[src/rtl/cpu_rf_wr_arb.sv]
// Register-file write-port arbiter: two one-entry request buffers, round-robin
// grant into a registered write stage, plus read-after-write hazard flags.
module cpu_rf_wr_arb #(
    parameter int DATA_W = 32,
    parameter int ADDR_W = 4
) (
    input  logic              clk,
    input  logic              rst,
    input  logic              req0_vld,
    input  logic [ADDR_W-1:0] req0_sel,
    input  logic [DATA_W-1:0] req0_data,
    output logic              req0_rdy,
    input  logic              req1_vld,
    input  logic [ADDR_W-1:0] req1_sel,
    input  logic [DATA_W-1:0] req1_data,
    output logic              req1_rdy,
    output logic              rf_wrt_en,
    output logic [ADDR_W-1:0] rf_wrt_sel,
    output logic [DATA_W-1:0] rf_wrt_data,
    input  logic [ADDR_W-1:0] rd_sel1,
    input  logic [ADDR_W-1:0] rd_sel2,
    output logic              hazard1,
    output logic              hazard2,
    output logic              gnt_src
);

    logic              buf0_vld, buf1_vld;
    logic [ADDR_W-1:0] buf0_sel, buf1_sel;
    logic [DATA_W-1:0] buf0_data, buf1_data;
    logic              ptr;

    logic              gnt_vld;
    logic              gnt_idx;
    logic              grant0, grant1;
    logic              load0, load1;

    // ptr only breaks ties; a lone valid buffer always wins.
    always_comb begin
        gnt_vld = buf0_vld | buf1_vld;
        gnt_idx = 1'b0;
        if (buf0_vld && buf1_vld) begin
            gnt_idx = ptr;
        end else if (buf1_vld) begin
            gnt_idx = 1'b1;
        end
    end

    assign grant0 = gnt_vld & ~gnt_idx;
    assign grant1 = gnt_vld & gnt_idx;

    assign req0_rdy = ~rst & (~buf0_vld | grant0);
    assign req1_rdy = ~rst & (~buf1_vld | grant1);

    assign load0 = req0_vld & req0_rdy;
    assign load1 = req1_vld & req1_rdy;

    always_ff @(posedge clk) begin
        if (rst) begin
            buf0_vld    <= 1'b0;
            buf0_sel    <= '0;
            buf0_data   <= '0;
            buf1_vld    <= 1'b0;
            buf1_sel    <= '0;
            buf1_data   <= '0;
            ptr         <= 1'b0;
            rf_wrt_en   <= 1'b0;
            rf_wrt_sel  <= '0;
            rf_wrt_data <= '0;
            gnt_src     <= 1'b0;
        end else begin
            // A reload on the draining edge takes precedence over the clear.
            if (load0) begin
                buf0_vld  <= 1'b1;
                buf0_sel  <= req0_sel;
                buf0_data <= req0_data;
            end else if (grant0) begin
                buf0_vld  <= 1'b0;
            end

            if (load1) begin
                buf1_vld  <= 1'b1;
                buf1_sel  <= req1_sel;
                buf1_data <= req1_data;
            end else if (grant1) begin
                buf1_vld  <= 1'b0;
            end

            if (gnt_vld) begin
                rf_wrt_en   <= 1'b1;
                rf_wrt_sel  <= gnt_idx ? buf1_sel  : buf0_sel;
                rf_wrt_data <= gnt_idx ? buf1_data : buf0_data;
                gnt_src     <= gnt_idx;
                ptr         <= ~gnt_idx;
            end else begin
                rf_wrt_en   <= 1'b0;
            end
        end
    end

    // Any write not yet captured by the register file makes a read stale.
    always_comb begin
        hazard1 = (buf0_vld  && (buf0_sel   == rd_sel1)) ||
                  (buf1_vld  && (buf1_sel   == rd_sel1)) ||
                  (rf_wrt_en && (rf_wrt_sel == rd_sel1));
        hazard2 = (buf0_vld  && (buf0_sel   == rd_sel2)) ||
                  (buf1_vld  && (buf1_sel   == rd_sel2)) ||
                  (rf_wrt_en && (rf_wrt_sel == rd_sel2));
    end

endmodule

[config.mk]
export PLATFORM = sky130hd
export DESIGN_NAME = cpu_rf_wr_arb
export DESIGN_NICKNAME = d
export VERILOG_FILES = /design/src/rtl/cpu_rf_wr_arb.sv
export SDC_FILE = /design/constraint.sdc
export NUM_CORES = 1
export LEC_CHECK = 0
export CORE_MARGIN = 2
export CORE_UTILIZATION = 53
export CTS_BUF_LIST = sky130_fd_sc_hd__clkbuf_8
export DETAILED_ROUTE_END_ITERATION = 10
export GPL_TIMING_DRIVEN = 0
export HOLD_SLACK_MARGIN = 0.06
export MAX_ROUTING_LAYER = met4
export PLACE_DENSITY = 0.89
export SYNTH_ARGS = -nofsm -noshare
export SYNTH_HDL_FRONTEND = slang
export SYNTH_SLANG_ARGS = --single-unit
[constraint.sdc]
create_clock -name clk -period 4.4 [get_ports clk]
set_input_delay 1.1 -clock clk [delete_from_list [all_inputs] [get_ports clk]]
set_output_delay 1.1 -clock clk [all_outputs]
set_load 0.02 [all_outputs]
Word-level counts from Yosys, hierarchy flattened. Cells that the tools add are included.

Flip-flop bits (word level): 113. Latch bits: 0. Memory bits (writable): 0. Memory bits (read-only): 0. Bits of input ports: 84. Output and inout bits: 42. Memories: 0.

Add/sub/neg operators: 0. $mul: 0. Div/mod/pow operators: 0. Magnitude comparators: 0. Equal/unequal tests: 6. Shifts and indexed selects: 0. Mux-type cells: 9. Bitwise gates (word level): 13. Reductions and logical operators: 13.

Operators with widths (count): $mux 32 (1); $eq 4x4->1 (6); $logic_and 1x1->1 (7); $mux 1 (7); $and 1x1->1 (6); $logic_or 1x1->1 (4); $mux 4 (1); $not 1->1 (4); $reduce_bool 2->1 (2); $or 1x1->1 (3).

Longest topological paths before layout.
Word-level depth: 8. Mapped depth: 7. Mapped depth without buffers: 4.

Worst setup path after synthesis. OpenSTA, ideal clock, no wires.

Path kind: input port to output port. Start point: input port rst. End point: output port req1_rdy. Data arrival time: 1.940 ns. Required time: 3.300 ns. Path slack: 1.360 ns. Stages on the path: 4. Buffers on the path: 3. Path through: buf_2 > clkbuf_1 > clkbuf_1 > nor2_1.

Word-level cells in the longest chain between the ends: 2.

Ends and longest elaborated chain: start, declared (RTL line 8) `input logic rst,`; $not 1->1 (RTL line 52) `assign req1_rdy = ~rst & (~buf1_vld | grant1);`; $and 1x1->1 (RTL line 52); end, declared (RTL line 16) `output logic req1_rdy,`.

No other way between the ends.

Worst setup path in the final report. Ends and elaborated chain as after synthesis.

==> impl_metrics.ini <==
[clock_network]
ctsResizeCount = 0
post_cts_buffers = 0
cts.sinks = 113
clock_path_buffers = 2
cts_hold_buf = 0
cts_buffers = 17
htree_levels = 4
clk_pin_slew_ns = 0.06
clk_latency_ns = 0.44
tritoncts = yes
root_buffer = clkbuf_8

[routing]
first_pass_iters = 5
wl_per_cell_um = 17.1
routed_wl_um = 13600
routed_via_density = 5.56
ant_nets = 0
dr_total_vias = 4420
drc = 0
drtIter0Drc = 295

[floorplanning]
die_area_sq_um = 9320
rows = 33
die_h_um = 96.6
pin_count = 126
fp.dieW_um = 96.6
core_region_area_sq_um = 8260
start_util_pct = 55.0

[global_route]
track_usage_pct = 31.1
first_global_vias = 4526
globalRouteOverflowTotal = 0
antenna_found_initial = 0
grt_pass1_wl_um = 21000
grt_start_max_net_pins = 17

[run_status]
outcome = complete, no violations

[finish]
antennaDiodeCount = 0
fill_cells = 560
area_growth_pct = 40.6
drive_gt1_share_pct = 8.41
nets = 761

[sta]
clock.fmax_mhz = 255
slew_headroom_pct = 60.3
tightest_slew_ns = 0.595
fin_tns_setup_ns = 0
final.period_utilization_pct = 89.1
min_period_ns = 3.92
rsz0062_at_grt = false
slew_violations = 0
fin_skew_ns = 0.0152
final_hold_viol_count = 0
hold_slack_ns = 0.463
setup_viol = 0

[logic_synthesis]
ys_warn_count = 0
synthesis.nets = 618
yosysMostFrequentCell = nand2_1
synth_top_area_cell = dfxtp_1
synthArstFlopShare_pct = 0
ys_ff_latch = 113
synth_cell_types = 24
yosysTopAreaCellShare_pct = 49.8
synth_area_sq_um = 4540
synth_common_cells = nand2_1, dfxtp_1, nand2b_1
netlist_instances = 534
ys_seq_area_share_pct = 49.8
postSynthAreaPerCell_sq_um = 8.50
synth_flop_cell = dfxtp_1
synth_edf_count = 0
synth_area_leaders = dfxtp_1, nand2_1, a22oi_1

[hold_path]
hp-class = register to register
min_from = buf0_data[16]$_SDFFE_PP0P_
hold_depth = 2
holdPathEnd = rf_wrt_data[16]$_SDFFE_PP0N_

[power_and_ir_drop]
pwr-share-clk_pct = 43.3
powerDensity_nw_per_um2 = 416
vdd_ir_drop_max_mv = 0.237
p_leak_nw = 2.51
swShare_pct = 24.5
p_comb_share_pct = 13.6
power.share.sequential_pct = 43.1
switchingPower_w = 0.000650
cell_internal_pwr_w = 0.00201
finalPower_w = 0.00265

[job]
maxCapViolCount = 0

[setup_path]
cp_slowest_stage_delay_ns = 0.57
cp-start-kind = input port
r2r_setup_slack_ns = 2.68
critPathSlowestCell = clkdlybuf4s50_1
timing.rr.start = buf1_vld$_SDFFE_PP0P_
cp_cell_sequence = buf_2 > clkbuf_1 > clkbuf_1 > nor2_1 > clkdlybuf4s50_1
cp.required_ns = 3.30
crit_path_end_kind = primary output
critical_path_class = input port to primary output
cp.arrival_ns = 2.82
critical_path.top_delay_family = buffers and inverters
rr_worst_depth = 6
cp_max_fo = 10
cpMostUsedCell = clkbuf_1
cp.buffers_inverters = 4
r2r_end = buf0_data[10]$_SDFFE_PP0P_

[placed_design]
hpwl_um = 9000
io_buffers = 124
gp_congestion = 0.830
## cell usage in the layout, fill, tap and decap left out, types with 3 or more instances in the layout
master             n
buf_4              5
clkdlybuf4s50_1  124
buf_2             13
nand3_1            8
bufinv_16          5
xnor2_1            6
clkbuf_1          16
nor2_1             7
xor2_1            18
o21ai_0           35
dfxtp_1          113
clkbuf_8          21
buf_6              3
clkbuf_2           3
a22oi_1           36
o21ai_1            5
a21oi_1           38
nand2_1          141
nor3_1             6
nand3b_1          32
nand2b_1          41
## how the worst max path moves through the flow
stage          startpoint       end  slack, ns  cells past startpoint
6_report              rst  req1_rdy       0.48                      5
5_1_grt               rst  req1_rdy       0.38                      5
4_1_cts               rst  req1_rdy       0.50                      5
3_5_place_dp          rst  req1_rdy       0.52                      5
3_3_place_gp          rst  req1_rdy       0.53                      5
2_1_floorplan         rst  req1_rdy       1.36                      4
## worst register-to-register path: stages, from the launching register on
cell and delay [ns]:
dfxtp_1 0.32, buf_2 0.21, a31oi_1 0.17, nand2_1 0.24
clkbuf_1 0.46, nand3b_1 0.15, nand2_1 0.11
## cell families (layout without fill, tap and decap cells)
family / count (synthesis) / in the layout / synth area share, %
compound gates: 117 / 117 / 15.0
xor+xnor: 24 / 24 / 4.63
simple gates: 240 / 240 / 25.9
flops: 113 / 113 / 49.8
buf+inv: 40 / 196 / 4.66
## through the flow
stage / area, sq um / utilization, % / setup WS [ns] / std cells
2_1_floorplan: 4540 / - / 1.36 / 534
3_3_place_gp: 5910 / 71.6 / 0.530 / 763
3_5_place_dp: 5910 / 71.6 / 0.516 / 763
4_1_cts: 6390 / 77.3 / 0.495 / 795
5_1_grt: 6390 / 77.3 / 0.384 / 795
6_report: 6390 / 77.3 / 0.480 / 795
## power groups by stage
stage	Combinational, W	Sequential, W	Clock [W]
after floorplan	0.000161	0.00117	0
after global placement	0.000342	0.00116	0
after detailed placement	0.000353	0.00116	0
after CTS	0.000359	0.00114	0.00115
after global routing	0.000389	0.00115	0.00120
final	0.000361	0.00114	0.00115
## routing by layer
metal,global-route usage (%),vias to the layer above,part of all wire (%)
met5,-,-,0
met4,17.4,0,3.6
met3,5.90,47,7.4
met2,53.1,238,50
met1,34.1,2056,39
li1,-,2079,-
## state kept, by name, summed over array words and instances (netlist names)
signal / cells
buf0_data: 32
buf1_data: 32
rf_wrt_data: 32
buf0_sel: 4
buf1_sel: 4
rf_wrt_sel: 4
buf0_vld: 1
buf1_vld: 1
gnt_src: 1
ptr: 1
rf_wrt_en: 1
## cell type report
type,count,area [sq um],share of cell area (%)
Timing Repair Buffer,124,1240,19.4
Clock inverter,11,184,2.88
Tap cell,105,131,2.06
Sequential cell,113,2260,35.4
Multi-Input combinational cell,381,2070,32.4
Clock buffer,21,289,4.53
Buffer,40,211,3.31
(Power assumes the default switching activity.)
